==> src/rtl/zet_rep_seq_if.sv <==
// Handshake bundle between the string-instruction sequencer and its surroundings:
// launch request, iteration handshake with the execution unit, and CX/completion results.
interface zet_rep_seq_if;
   logic        start;
   logic [1:0]  prefix;
   logic [6:0]  opcode;
   logic [15:0] cx_in;
   logic        iter_req;
   logic        iter_ack;
   logic        iter_done;
   logic        zf;
   logic        ext_int;
   logic [15:0] cx_out;
   logic        cx_we;
   logic        busy;
   logic        done;
   logic        int_exit;

   modport master (
      output start, prefix, opcode, cx_in, iter_ack, iter_done, zf, ext_int,
      input  iter_req, cx_out, cx_we, busy, done, int_exit
   );

   modport slave (
      input  start, prefix, opcode, cx_in, iter_ack, iter_done, zf, ext_int,
      output iter_req, cx_out, cx_we, busy, done, int_exit
   );
endinterface

==> src/rtl/zet_rep_seq.sv <==
// REP-prefix sequencer: repeats a string instruction CX times, handling REPZ/REPNZ
// early exit and suspending between iterations for a pending external interrupt.
module zet_rep_seq (
   input  logic              clk,
   input  logic              rst,
   zet_rep_seq_if.slave      bus
);

   typedef enum logic [2:0] {
      IDLE  = 3'd0,
      CHECK = 3'd1,
      ISSUE = 3'd2,
      WAIT  = 3'd3,
      FIN   = 3'd4
   } state_t;

   state_t      state_r;
   logic [15:0] cnt_r;
   logic        repz_r;
   logic        rep_mode_r;
   logic        cmp_sca_r;
   logic        first_done_r;

   logic        valid_op_s;
   logic        exit_z_s;
   logic [15:0] cnt_dec_s;

   // Decode the string opcodes that honour a REP prefix and the loop-exit terms.
   always_comb begin
      valid_op_s = 1'b0;
      case (bus.opcode)
         7'b1010010,
         7'b1010011,
         7'b1010101,
         7'b1010110,
         7'b1010111,
         7'b0110110,
         7'b0110111: valid_op_s = 1'b1;
         default:    valid_op_s = 1'b0;
      endcase
      cnt_dec_s = cnt_r - 16'd1;
      exit_z_s  = cmp_sca_r & (repz_r ? ~bus.zf : bus.zf);
   end

   // Sequencer state, iteration bookkeeping and all registered outputs.
   always_ff @(posedge clk) begin
      if (rst) begin
         state_r      <= IDLE;
         cnt_r        <= 16'd0;
         repz_r       <= 1'b0;
         rep_mode_r   <= 1'b0;
         cmp_sca_r    <= 1'b0;
         first_done_r <= 1'b0;
         bus.iter_req <= 1'b0;
         bus.cx_out   <= 16'd0;
         bus.cx_we    <= 1'b0;
         bus.busy     <= 1'b0;
         bus.done     <= 1'b0;
         bus.int_exit <= 1'b0;
      end else begin
         bus.cx_we    <= 1'b0;
         bus.done     <= 1'b0;
         bus.int_exit <= 1'b0;
         case (state_r)
            IDLE: begin
               if (bus.start) begin
                  cnt_r        <= bus.cx_in;
                  repz_r       <= bus.prefix[0];
                  rep_mode_r   <= bus.prefix[1] & valid_op_s;
                  cmp_sca_r    <= bus.opcode[1] & bus.opcode[0];
                  first_done_r <= 1'b0;
                  bus.busy     <= 1'b1;
                  state_r      <= CHECK;
               end else begin
                  bus.busy     <= 1'b0;
               end
            end
            CHECK: begin
               // Interrupts are only honoured once an iteration has completed.
               if (rep_mode_r && (cnt_r == 16'd0)) begin
                  bus.done     <= 1'b1;
                  state_r      <= FIN;
               end else if (rep_mode_r && bus.ext_int && first_done_r) begin
                  bus.done     <= 1'b1;
                  bus.int_exit <= 1'b1;
                  state_r      <= FIN;
               end else begin
                  bus.iter_req <= 1'b1;
                  state_r      <= ISSUE;
               end
            end
            ISSUE: begin
               if (bus.iter_ack) begin
                  bus.iter_req <= 1'b0;
                  state_r      <= WAIT;
               end else begin
                  bus.iter_req <= 1'b1;
               end
            end
            WAIT: begin
               if (bus.iter_done) begin
                  if (rep_mode_r) begin
                     cnt_r        <= cnt_dec_s;
                     bus.cx_out   <= cnt_dec_s;
                     bus.cx_we    <= 1'b1;
                     first_done_r <= 1'b1;
                     if (exit_z_s || (cnt_dec_s == 16'd0)) begin
                        bus.done <= 1'b1;
                        state_r  <= FIN;
                     end else begin
                        state_r  <= CHECK;
                     end
                  end else begin
                     bus.done <= 1'b1;
                     state_r  <= FIN;
                  end
               end
            end
            FIN: begin
               bus.busy <= 1'b0;
               state_r  <= IDLE;
            end
            default: begin
               bus.iter_req <= 1'b0;
               bus.busy     <= 1'b0;
               state_r      <= IDLE;
            end
         endcase
      end
   end

endmodule

==> src/flat_wrapper.sv <==
// flat-port wrapper written by rule: the top's interface ports become plain ports
module zet_rep_seq_flat 
  (clk, rst, bus_start, bus_prefix, bus_opcode, bus_cx_in, bus_iter_ack, bus_iter_done, bus_zf, bus_ext_int, bus_iter_req, bus_cx_out, bus_cx_we, bus_busy, bus_done, bus_int_exit);
  zet_rep_seq_if bus_i ();
  input  logic clk;
  input  logic rst;
  input wire logic [$bits(bus_i.start)-1:0] bus_start;
  input wire logic [$bits(bus_i.prefix)-1:0] bus_prefix;
  input wire logic [$bits(bus_i.opcode)-1:0] bus_opcode;
  input wire logic [$bits(bus_i.cx_in)-1:0] bus_cx_in;
  input wire logic [$bits(bus_i.iter_ack)-1:0] bus_iter_ack;
  input wire logic [$bits(bus_i.iter_done)-1:0] bus_iter_done;
  input wire logic [$bits(bus_i.zf)-1:0] bus_zf;
  input wire logic [$bits(bus_i.ext_int)-1:0] bus_ext_int;
  output wire logic [$bits(bus_i.iter_req)-1:0] bus_iter_req;
  output wire logic [$bits(bus_i.cx_out)-1:0] bus_cx_out;
  output wire logic [$bits(bus_i.cx_we)-1:0] bus_cx_we;
  output wire logic [$bits(bus_i.busy)-1:0] bus_busy;
  output wire logic [$bits(bus_i.done)-1:0] bus_done;
  output wire logic [$bits(bus_i.int_exit)-1:0] bus_int_exit;
  assign bus_i.start = bus_start;
  assign bus_i.prefix = bus_prefix;
  assign bus_i.opcode = bus_opcode;
  assign bus_i.cx_in = bus_cx_in;
  assign bus_i.iter_ack = bus_iter_ack;
  assign bus_i.iter_done = bus_iter_done;
  assign bus_i.zf = bus_zf;
  assign bus_i.ext_int = bus_ext_int;
  assign bus_iter_req = bus_i.iter_req;
  assign bus_cx_out = bus_i.cx_out;
  assign bus_cx_we = bus_i.cx_we;
  assign bus_busy = bus_i.busy;
  assign bus_done = bus_i.done;
  assign bus_int_exit = bus_i.int_exit;
  zet_rep_seq u_core (.clk(clk), .rst(rst), .bus(bus_i));
endmodule
==> config.mk <==
export PLATFORM = sky130hd
export DESIGN_NAME = zet_rep_seq_flat
export DESIGN_NICKNAME = d
export VERILOG_FILES = /design/src/rtl/zet_rep_seq_if.sv /design/src/rtl/zet_rep_seq.sv /design/src/flat_wrapper.sv
export SDC_FILE = /design/constraint.sdc
export NUM_CORES = 1
export LEC_CHECK = 0
export CAP_MARGIN = 20
export CORE_ASPECT_RATIO = 0.9
export CORE_MARGIN = 10
export CORE_UTILIZATION = 26
export DETAILED_ROUTE_END_ITERATION = 7
export MAX_ROUTING_LAYER = met4
export PLACE_DENSITY = 0.56
export RECOVER_POWER = 100
export SYNTH_ARGS = -nofsm -noshare
export SYNTH_HDL_FRONTEND = slang
export SYNTH_SLANG_ARGS = --single-unit
==> constraint.sdc <==
create_clock -name clk -period 3.9 [get_ports clk]
set_clock_uncertainty 0.05 [all_clocks]
set_input_delay 0.39 -clock clk [delete_from_list [all_inputs] [get_ports clk]]
set_output_delay 0.39 -clock clk [all_outputs]
set_load 0.01 [all_outputs]
Word level (Yosys, flattened, before mapping)
Cells that the tools add are included.
Storage, ports and cells
  output and inout bits: 21
  input bits: 32
  flip-flop bits (word level): 44
Operators by class
  add/sub/neg operators: 1
  bitwise gates (word level): 8
  muxes and demuxes: 31
  reduce and logical (&&, ||, !) cells: 18
  equal/unequal tests: 17
Operators with widths (number)
  16-bit two-way mux: 3
  7-bit equality test, second input constant: 5
  16-bit zero test: 2
  16-bit one-hot mux with 2 select lines: 1
  3-bit two-way mux: 7
  16-bit by 1-bit subtractor with 16-bit output, second input constant: 1
  1-bit two-way mux: 15
  7-bit by 6-bit equality test with 1-bit output, second input constant: 2
  3-bit one-hot mux with 4 select lines: 1
  3-bit OR reduction: 4
  2-bit inequality test, second input constant: 5
  3-bit AND reduction: 3
  7-bit OR reduction: 1
  3-bit by 2-bit equality test with 1-bit output, second input constant: 2
  1-bit one-hot mux with 2 select lines: 3
  1-bit NOT: 5
  4-bit AND reduction: 1
  1-bit bitwise AND: 3
  3-bit by 1-bit equality test with 1-bit output, second input constant: 1
  3-bit equality test, second input constant: 1
  1-bit logical AND: 3
  3-bit zero test: 1
  1-bit one-hot mux with 3 select lines: 1
  2-bit by 1-bit inequality test with 1-bit output, second input constant: 1
  other kinds (3): 3

Depth between registers and ports, before layout
  depth in word-level cells: 8
  gate-level depth with buffers: 10
  mapped depth without buffers: 8

Worst setup path after synthesis
OpenSTA, ideal clock, no wires.
  path kind: reg-to-reg
  start point: register u_core.cnt_r[8]
  end point: register u_core.state_r[0]
  path slack: 1.496 ns
  stages on the path, launching flop included: 8
  library setup time: 0.114 ns
  required time: 3.736 ns
  buffers on the path: 1
  arrival time: 2.240 ns
  cell sequence: dfxtp_1 buf_6 or4_4 or3_1 nor3_1 xor2_1 or4_4 a21o_1
On the way
  longest elaborated chain between the ends: 7
Ends and longest elaborated chain
  from (decl): RTL line zet_rep_seq.sv:18  | logic [15:0] cnt_r;
  from (signal assigned): RTL line zet_rep_seq.sv:67  | cnt_r <= bus.cx_in;
  from (signal assigned): RTL line zet_rep_seq.sv:103  | cnt_r <= cnt_dec_s;
  16-bit by 1-bit subtractor with 16-bit output: RTL line zet_rep_seq.sv:41  | cnt_dec_s = cnt_r - 16'd1;
  16-bit zero test: RTL line zet_rep_seq.sv:107  | if (exit_z_s || (cnt_dec_s == 16'd0)) begin
  1-bit logical OR: RTL line zet_rep_seq.sv:107
  3-bit two-way mux: RTL line zet_rep_seq.sv:107
  3-bit two-way mux: RTL line zet_rep_seq.sv:102  | if (rep_mode_r) begin
  3-bit two-way mux: RTL line zet_rep_seq.sv:101  | if (bus.iter_done) begin
  3-bit one-hot mux with 4 select lines *: RTL line zet_rep_seq.sv:64  | case (state_r)
  to (signal assigned): RTL line zet_rep_seq.sv:109  | state_r <= FIN;
  to (signal assigned): RTL line zet_rep_seq.sv:111  | state_r <= CHECK;
  to (signal assigned): RTL line zet_rep_seq.sv:115  | state_r <= FIN;
  to (decl): RTL line zet_rep_seq.sv:17  | state_t state_r;
Every way passes the cells marked *; elsewhere a longest branch is shown, timed or not. The select of a mux whose other input is x is not followed.
A chain may end at the register's enable or synchronous reset.

Worst setup path in the final report
Same ends and word-level chain as after synthesis.

==> metrics.md <==
| Metric | Value |
|---|---|
| Syn Std Cell Area | ~2200 sq um |
| Hpwl dp | about 4600 um |
| Final setup fails | 0 |
| Worst-Margin Slew | 1.17 ns |
| Crit Path Class | flop to flop |
| Final ANT Viol Nets | 0 |
| Layout area overhead | 29.7% |
| CP required | 4.05 ns |
| Met1 Use GR | 0.130 |
| Num rows | 31 |
| Pins Over Slew Limit | 0 |
| TritonRoute pass-1 iters | 4 |
| Final #Nets | 352 |
| Post-CTS Hold Buffers | 0 |
| Pleak | around 1.1 nW |
| CTS Sinks | 44 |
| Critical path's largest stage delay | 0.65 ns |
| Die Span Y | approximately 110 um |
| Postcts setup bufs | 0 |
| Final setup TNS | 0 ns |
| Final instance area | 2830 sq um |
| Endpoint class of the critical path | flop |
| CP Cell Sequence | or4_1 -> or3_1 -> nor3_1 -> xor2_1 -> or4_1 -> a21o_1 |
| Most used flip-flop cell after synthesis | dfxtp_1 |
| Pre-CTS setup slack | 1.38 ns |
| DRC violations left | 0 |
| Hold Path Class | flop to flop |
| Post-cts gate resize count | 0 |
| Most used cell, CP | or4_1 |
| DRT Wirelength | approximately 6200 um |
| Max-cap viol count | 0 |
| Grt ovf | 0 |
| Initial antenna violation count | 0 |
| CP max FO | 10 |
| First-pass GRT wire length | about 10,000 um |
| IO Port Bufs | 52 |
| Status | finished, final reports clean |
| Min Clock Period, post-route | 2.62 ns |
| Initial Util | 0.269 |
| Ports | 53 |
| Critical path startpoint | u_core.cnt_r[8] |
| Total number of yosys warnings | 0 |
| Ant. Diodes | 0 |
| DR WL/cell | 14.8 um |
| CP Launch Type | flop |
| Critical Path AT | 2.77 ns |
| Overall power | 0.00111 W |
| Power per cell area | 391 nW/um^2 |
| Cell taking the most area after synthesis | dfxtp_1 |
| H-tree Lvls | 2 |
| Met2 Usage GRT | 0.156 |
| Area post-placement | 2770 sq um |
| DR vias/cell | 4.94 |
| DIE AREA | around 12,000 sq um |
| R2R Path End | u_core.state_r[0] |
| Largest net degree at the start of global routing | 28 |
| Vias in the first global route | 2,047 |
| Final Cycle Share | 0.672 |
| GRT met3 Usage | 0.0307 |
| Largest cells by area after synthesis | dfxtp_1, a21oi_1, nand2_1 |
| Seq/Total Area, Yosys | 0.403 |
| Layout cells sized above 1 | 0.0470 |
| Core Area | approximately 8100 sq um |
| R2R Path Start | u_core.cnt_r[8] |
| Mean Syn Cell Area | 7.94 sq um |
| Root Buffer Master | clkbuf_8 |
| GRT Max-Usage Layer | met2 |
| Count leader, synth | dfxtp_1 |
| Gr usage total | 0.104 |
| Post-Syn Nets | approximately 310 |
| Peak VDD IR | 0.131 mV |
| Most common library cells after synthesis | dfxtp_1, a21oi_1, nand2_1, nor2_1, clkbuf_1 |
| Slew margin rel. | 0.222 |
| Setup ws final | approximately 1.3 ns |
| Clk Latency, worst-skew pair | 0.30 ns |
| Post-synth EDFFs | 0 |
| Worst Setup EP | u_core.state_r[0] |
| Flop2flop setup slack | 1.28 ns |
| RePlAce Congestion | 0.865 |
| Post-synth ARST share | 0 |
| Reg2Reg Depth | 6 |
| RSZ-0062 raised after global routing | no |
| Post-synth top area share | 0.403 |
| Fin. Hold Viols | 0 |
| TritonCTS Buffers | 5 |
| Fmax | 382 MHz |
| Via count | 2,065 |
| Yosys reg bits | 44 |
| Synth Instances | 275 |
| DR iter-0 viols | 154 |
| WHS Path Cells | 2 |
| CP max-delay cell | or4_1 |
| Clock tree buffer depth | 2 |
| Distinct cells, synth | 44 |
| CTS tree | yes |
| Clock transition at path regs | around 0.080 ns |
| Die X | 117 um |
-- layer usage --
metal / up-vias / share of wire
li1: 1056 / -
met1: 937 / 0.46
met2: 65 / 0.45
met3: 7 / 0.070
met4: 0 / 0.016
met5: - / 0
-- critical path: cells and delay by family (launching register included) --
kind,cells,cell delay [ns]
AO/OA/AOI/OAI,1,0.19
AND/OR/NAND/NOR,4,1.76
flip-flops,1,0.42
XOR/XNOR,1,0.11
-- worst min-delay path by stage --
stage	start	endpoint	slack (ns)
3_5_place_dp	u_core.bus.cx_out[11]	u_core.bus.cx_out[11]	0.40
2_1_floorplan	u_core.cmp_sca_r	u_core.cmp_sca_r	0.38
4_1_cts	u_core.bus.cx_out[11]	u_core.bus.cx_out[11]	0.41
3_3_place_gp	u_core.cmp_sca_r	u_core.cmp_sca_r	0.39
6_report	u_core.bus.cx_out[6]	u_core.bus.cx_out[6]	0.41
5_1_grt	u_core.bus.cx_out[11]	u_core.bus.cx_out[11]	0.42
-- stage by stage --
stage / std cells / utilization / hold WS (ns)
finish: 418 / 0.350 / 0.407
global route: 418 / 0.350 / 0.423
CTS: 418 / 0.353 / 0.414
detailed placement: 410 / 0.342 / 0.402
global placement: 410 / 0.342 / 0.394
floorplan: 275 / - / 0.379
-- placed cells by master, fill, tap and decap left out, types with 2 or more instances in the layout --
cell and n:
a22oi_1 7, a21o_1 3, or2_2 2, xnor2_1 4
nor2_1 29, nand3_1 5, nand3b_1 2, a31oi_1 2
o21ai_0 8, a21oi_1 38, dfxtp_1 44, xor2_1 10
clkdlybuf4s50_1 30, inv_1 7, nand2b_1 6, nor4_1 4
nor3_1 10, clkinv_2 2, a311oi_1 4, a211oi_1 4
nand2_1 36, a21boi_0 2, clkbuf_8 6, nand4_1 5
ha_1 2, o31ai_1 2, dlygate4sd3_1 22, or4_1 2
or3_1 3, clkbuf_1 2
-- power by group --
part           internal (W)  switching (W)  total [W]
registers          0.000476      0.0000468   0.000523
logic              0.000131       0.000157   0.000288
clock network      0.000141       0.000154   0.000295
-- cell type report --
type	instances	area (sq um)
clock buffers	6	82.6
inverters	7	26.3
clock inverters	2	10.0
flip-flops and latches	44	881
fillers	857	5270
multi-input cells	205	1170
repair buffers	55	536
well taps	99	124
-- cell families (layout without fill, tap and decap cells) --
logic type | Yosys count | after routing | share of synthesized area
flops | 44 | 44 | 0.403
simple gates | 112 | 112 | 0.256
fa+ha+maj | 2 | 2 | 0.0115
mux | 1 | 1 | 0.00458
xor+xnor | 14 | 14 | 0.0561
compound gates | 76 | 76 | 0.216
buf+inv | 26 | 70 | 0.0521
-- flip-flops by register name, indices dropped and copies added (netlist names) --
| signal | flops |
|---|---|
| u_core.bus.int_exit | 1 |
| u_core.cnt_r | 16 |
| u_core.bus.done | 1 |
| u_core.bus.busy | 1 |
| u_core.repz_r | 1 |
| u_core.bus.iter_req | 1 |
| u_core.cmp_sca_r | 1 |
| u_core.state_r | 3 |
| u_core.first_done_r | 1 |
| u_core.bus.cx_out | 16 |
| u_core.rep_mode_r | 1 |
| u_core.bus.cx_we | 1 |
Note: power is estimated with default switching activity, not from simulation.
